File: src/rtl/fp_unpack_seq.sv
// fp_unpack_seq: handshaked IEEE-754 operand classifier and unpacker.
// Accepts one half/single/double operand per transaction, registers its
// class flags, RISC-V style class mask, sign and tag, and unpacks it into a
// signed unbiased exponent plus a mantissa with explicit hidden bit.
// Subnormals are normalised by a binary-search shifter, one step per cycle,
// unless denormals-are-zero mode flushes them to a zero value.
module fp_unpack_seq #(
  parameter int   PRECISION   = 16,
  parameter bit   DAZ         = 1'b0,
  parameter int   TAG_W       = 4,
  localparam int  EXP_LEN     = (PRECISION == 16) ? 5  : (PRECISION == 32) ? 8  : 11,
  localparam int  MAN_LEN     = (PRECISION == 16) ? 10 : (PRECISION == 32) ? 23 : 52,
  localparam int  BUF_MAN_LEN = MAN_LEN + 1,
  localparam int  BUF_EXP_LEN = EXP_LEN + 2,
  localparam int  BIAS        = (1 << (EXP_LEN - 1)) - 1
) (
  input  logic                          clk,
  input  logic                          rst_n,
  input  logic                          in_valid,
  output logic                          in_ready,
  input  logic [PRECISION-1:0]          f,
  input  logic [TAG_W-1:0]              in_tag,
  output logic                          out_valid,
  input  logic                          out_ready,
  output logic                          fSign,
  output logic signed [BUF_EXP_LEN-1:0] fExp,
  output logic [BUF_MAN_LEN-1:0]        fMan,
  output logic                          SNaN,
  output logic                          QNaN,
  output logic                          Infinity,
  output logic                          Zero,
  output logic                          Subnormal,
  output logic                          Normal,
  output logic [9:0]                    fclass,
  output logic [TAG_W-1:0]              out_tag
);

  // Number of binary-search steps: shifts of 2^(K-1) .. 1 cover any
  // leading-zero count of the {0, fraction} mantissa.
  localparam int K     = $clog2(BUF_MAN_LEN);
  localparam int CNT_W = $clog2(K + 1);

  if (!(PRECISION == 16 || PRECISION == 32 || PRECISION == 64)) begin : g_bad_precision
    $fatal(1, "fp_unpack_seq: PRECISION must be 16, 32 or 64");
  end

  typedef enum logic [1:0] {IDLE, NORM, DONE} state_t;

  state_t                 state, state_nxt;
  logic                   accept;
  logic [CNT_W-1:0]       cnt;

  // Operand field decode.
  logic [EXP_LEN-1:0]     exp_f;
  logic [MAN_LEN-1:0]     frac;
  logic                   exp_ones, exp_zeros, frac_zero;
  logic                   d_sign, d_snan, d_qnan, d_inf, d_zero, d_sub, d_norm;
  logic [9:0]             d_fclass;
  logic [BUF_EXP_LEN-1:0] d_exp;
  logic [BUF_MAN_LEN-1:0] d_man;
  logic                   go_norm;

  // Normalisation step.
  logic [BUF_MAN_LEN-1:0] sh;
  logic                   top_zero;

  assign exp_f     = f[PRECISION-2 -: EXP_LEN];
  assign frac      = f[MAN_LEN-1:0];
  assign d_sign    = f[PRECISION-1];
  assign exp_ones  = &exp_f;
  assign exp_zeros = ~|exp_f;
  assign frac_zero = ~|frac;

  assign d_snan = exp_ones & ~frac_zero & ~frac[MAN_LEN-1];
  assign d_qnan = exp_ones & frac[MAN_LEN-1];
  assign d_inf  = exp_ones & frac_zero;
  assign d_zero = exp_zeros & frac_zero;
  assign d_sub  = exp_zeros & ~frac_zero;
  assign d_norm = ~exp_ones & ~exp_zeros;

  assign d_fclass = {d_qnan, d_snan,
                     ~d_sign & d_inf, ~d_sign & d_norm, ~d_sign & d_sub, ~d_sign & d_zero,
                      d_sign & d_zero, d_sign & d_sub,  d_sign & d_norm, d_sign & d_inf};

  // Only subnormals without flush need the normalisation pass.
  assign go_norm = d_sub & ~DAZ;
  assign accept  = in_valid & in_ready;

  // Initial exponent/mantissa for the decoded operand class.
  always_comb begin
    // NOTE: every always_comb output gets a default first, so no path leaves
    // it unassigned and no latch is inferred.
    d_exp = {2'b00, exp_f};
    d_man = {1'b0, frac};
    if (d_norm) begin
      d_exp = {2'b00, exp_f} - BUF_EXP_LEN'(BIAS);
      d_man = {1'b1, frac};
    end else if (d_sub) begin
      if (DAZ) begin
        d_exp = '0;
        d_man = '0;
      end else begin
        d_exp = BUF_EXP_LEN'(1 - BIAS);
      end
    end
  end

  // Current step shifts by 2^(cnt-1) if the top 2^(cnt-1) mantissa bits are clear.
  always_comb begin
    sh       = BUF_MAN_LEN'(1) << (cnt - CNT_W'(1));
    top_zero = ~|(fMan & ~({BUF_MAN_LEN{1'b1}} >> sh));
  end

  // State register.
  always_ff @(posedge clk) begin
    // NOTE: clocked state uses non-blocking assignments so every register
    // samples pre-edge values regardless of statement order.
    if (!rst_n) state <= IDLE;
    else        state <= state_nxt;
  end

  // Next-state and handshake outputs.
  always_comb begin
    state_nxt = state;
    in_ready  = 1'b0;
    out_valid = 1'b0;
    case (state)
      IDLE: begin
        in_ready = 1'b1;
        if (in_valid) state_nxt = go_norm ? NORM : DONE;
      end
      NORM: begin
        if (cnt == CNT_W'(1)) state_nxt = DONE;
      end
      DONE: begin
        out_valid = 1'b1;
        in_ready  = out_ready;
        if (out_ready) state_nxt = in_valid ? (go_norm ? NORM : DONE) : IDLE;
      end
      default: state_nxt = IDLE;
    endcase
  end

  // Result registers: load on accept, shift during normalisation, else hold.
  always_ff @(posedge clk) begin
    if (!rst_n) begin
      cnt       <= '0;
      fSign     <= 1'b0;
      fExp      <= '0;
      fMan      <= '0;
      SNaN      <= 1'b0;
      QNaN      <= 1'b0;
      Infinity  <= 1'b0;
      Zero      <= 1'b0;
      Subnormal <= 1'b0;
      Normal    <= 1'b0;
      fclass    <= '0;
      out_tag   <= '0;
    end else if (accept) begin
      cnt       <= CNT_W'(K);
      fSign     <= d_sign;
      fExp      <= d_exp;
      fMan      <= d_man;
      SNaN      <= d_snan;
      QNaN      <= d_qnan;
      Infinity  <= d_inf;
      Zero      <= d_zero;
      Subnormal <= d_sub;
      Normal    <= d_norm;
      fclass    <= d_fclass;
      out_tag   <= in_tag;
    end else if (state == NORM) begin
      if (top_zero) begin
        fMan <= fMan << sh;
        fExp <= fExp - BUF_EXP_LEN'(sh);
      end
      cnt <= cnt - CNT_W'(1);
    end
  end

endmodule
File: config.mk
export PLATFORM = sky130hd
export DESIGN_NAME = fp_unpack_seq
export DESIGN_NICKNAME = d
export VERILOG_FILES = /design/src/rtl/fp_unpack_seq.sv
export SDC_FILE = /design/constraint.sdc
export NUM_CORES = 1
export LEC_CHECK = 0
export CORE_ASPECT_RATIO = 0.5
export CORE_UTILIZATION = 47
export CTS_CLUSTER_SIZE = 16
export DETAILED_ROUTE_END_ITERATION = 8
export PLACE_DENSITY = 0.83
export SYNTH_ARGS = -nofsm -noshare
export SYNTH_HDL_FRONTEND = slang
export SYNTH_SLANG_ARGS = --single-unit
export TNS_END_PERCENT = 20
File: constraint.sdc
create_clock -name clk -period 3.15 [get_ports clk]
set_input_delay 0.63 -clock clk [delete_from_list [all_inputs] [get_ports clk]]
set_output_delay 0.63 -clock clk [all_outputs]
set_load 0.05 [all_outputs]
==> run_results.csv <==
group,metric,value,unit
clocking,clk_latency,290,ps
grt,grt_max_degree,38,
pwr,ir_drop,0.2364,mV
floorplanning,core,6156,sq um
sta,fin_ws,130.7,ps
cells_and_area,num-nets-final,490,
logic_synthesis,yosysUniqueCellTypes,63,
cells_and_area,syn2layout_area_growth,31.31,%
sta,fin_crit,3019,ps
floorplanning,rows,20,
detailed_routing,post_drt_via_cell_ratio,5.777,
grt,grt_pass1_vias,2800,
clocking,clk_pin_slew,60,ps
place,place_ws,209.0,ps
run,max_cap_viol_count,0,
grt,overflow,0,
logic_synthesis,ys_seq_area_share,27.72,%
place,place.gp.congestion,1.003,
floorplanning,io_pins,65,
sta,slew_violations,0,
detailed_routing,drt_iter0_drc,318,
clocking,cts-root-buf,"clkbuf_16",
grt,antenna_found_initial,0,
detailed_routing,wl,8.486,mm
clocking,cts_setup_buffers,0,
logic_synthesis,ys_ff_latch,42,
sta,tightest_slew,573.6,ps
sta,finalSetupViolations,0,
floorplanning,start_util,49.27,%
sta,finClkSkew,7.526,ps
sta,maxSlewHeadroom,61.22,%
critical_path,critPathLaunchType,"register",
sta,final.setup.tns,0,ps
logic_synthesis,ys_top_cells_by_count,"nand2_1, dfxtp_1, o21ai_0",
sta,hold_viol_final,0,
floorplanning,die_x,115.6,um
worst_hold_path,min_path_type,"register to register",
cells_and_area,final_core_util,64.70,%
logic_synthesis,syn-instance-count,389,
place,hpwl,6.233,mm
detailed_routing,ant_nets,0,
clocking,clk_path_buf_depth,2,
place,io_buffer_count,64,
critical_path,cp_max_fo,7,
logic_synthesis,yosys-top-cells-area,"dfxtp_1, nand2_1, ha_1, o21ai_0, nor2b_1",
logic_synthesis,synthesis.nets,429,
logic_synthesis,synth-edff-count,0,
cells_and_area,drive_above_1_share,11.09,%
detailed_routing,drc,0,
pwr,p_leak,0.001477,uW
critical_path,path_class,"register to register",
logic_synthesis,synth_most_common_cell,"nand2_1",
logic_synthesis,synthArstFlopShare,0,%
sta,fin_crit_sh,95.85,%
cells_and_area,n_antenna_cell,0,
logic_synthesis,synth_ff_type,"dfxtp_1",
critical_path,cp-end-kind,"register",
clocking,cts_buffers,5,
logic_synthesis,syn_area,3033,sq um
grt,grt.total_usage,25.96,%
sta,whs,469.4,ps
floorplanning,dieArea,6798,sq um
logic_synthesis,yosys.area.top_type,"dfxtp_1",
grt,busiest_layer,"met2",
clocking,cts-resized-gates,0,
cells_and_area,seqCellArea,842.1,sq um
floorplanning,die_h,58.80,um
cells_and_area,multi_input_area,2039,sq um
pwr,power_density,404.2,nW/um^2
logic_synthesis,yosysTopAreaCellShare,27.72,%
detailed_routing,wl_per_cell,15.74,um
grt,use_met3,4.222,%
logic_synthesis,synth_warnings,0,
critical_path,cp.arrival,3230,ps
cells_and_area,n_fill_cell,517,
grt,grt_pass1_wl,13.83,mm
critical_path,required,3360,ps
logic_synthesis,synth.avg_cell_area,7.797,sq um
clocking,cts_tree,"done",
run_status,status,"finished, final reports clean",
detailed_routing,vias,3114,
sta,max_clock_freq,331.2,MHz
sta,grt_setup_unrepaired,"no",
clocking,htreeDepth,2,
clocking,cts_hold_buf,0,
grt,use_met1,35.97,%
clocking,clock_sinks,42,
detailed_routing,drtPass1Iterations,5,
grt,met2_usage,42.17,%
metal layers:
layer / vias to the layer above / part of all wire [%]
met1: 1442 / 45
met4: 0 / 0.79
met5: - / 0
met2: 139 / 46
li1: 1523 / -
met3: 10 / 7.5
cell type report:
cell class	count	share of cell area [%]
Tap cell	88	2.765
Multi-Input combinational cell	309	51.21
Clock buffer	5	3.142
Timing Repair Buffer	83	19.67
Clock inverter	3	1.225
Inverter	9	0.8483
Sequential cell	42	21.14
state kept, by name, summed over array words and instances, names as in the netlist:
| register | cells |
|---|---|
| state | 2 |
| out_tag | 4 |
| Infinity | 1 |
| Zero | 1 |
| Normal | 1 |
| fExp | 7 |
| Subnormal | 1 |
| cnt | 3 |
| fSign | 1 |
| fMan | 11 |
| QNaN | 1 |
| fclass | 9 |
per-stage QoR:
| stage | power [uW] | instance area (sq um) | cells |
|---|---|---|---|
| finish | 1610 | 3983 | 539 |
| global route | 1677 | 3983 | 539 |
| CTS | 1612 | 3971 | 539 |
| detailed placement | 1002 | 3797 | 531 |
| global placement | 999.0 | 3797 | 531 |
| floorplan | 860.0 | 3033 | 389 |
kinds of logic (layout without fill, tap and decap cells):
kind of cell / count (synthesis) / after routing / synth area share (%)
flip-flops: 42 / 42 / 27.72
adder cells (fa/ha/maj): 17 / 17 / 7.219
AO/OA/AOI/OAI: 110 / 110 / 24.30
multiplexers: 14 / 14 / 6.023
buffers and inverters: 38 / 100 / 5.363
AND/OR/NAND/NOR: 160 / 160 / 26.82
XOR/XNOR: 8 / 8 / 2.558
worst paths after layout:
| path | endpoint | startpoint | slack (ps) | cells after the start |
|---|---|---|---|---|
| worst min register to register | out_tag[1] | out_tag[1] | 470 | 2 |
| worst max-delay path | fExp[6] | cnt[1] | 130 | 8 |
| worst max register to register | fExp[6] | cnt[1] | 130 | 8 |
| worst min-delay path | out_tag[1] | out_tag[1] | 470 | 2 |
power breakdown:
group	internal, uW	leakage (uW)	switching [uW]
Clock	380	0.0000819	233
Sequential	558	0.000345	36.9
Combinational	165	0.00105	237
Total	1100	0.00148	507
layout by cell type (no fill, tap or decap), types with 8 or more instances in the layout:
| master | n |
|---|---|
| and2_1 | 9 |
| nand3_1 | 9 |
| nor2b_1 | 19 |
| nand2_1 | 55 |
| clkdlybuf4s50_1 | 64 |
| nor2_1 | 25 |
| buf_4 | 19 |
| ha_1 | 14 |
| nor3_1 | 10 |
| a21oi_1 | 23 |
| inv_1 | 8 |
| dfxtp_1 | 41 |
| o21ai_0 | 28 |
worst max-delay path, cell delays in order (launching register included):
cell and delay (ps):
dfxtp_1 450, inv_1 180, ha_1 300, or3_1 390
maj3_2 310, a22o_1 270, or4_4 530, or3_1 360
a31oi_1 150
(Power assumes the default switching activity.)
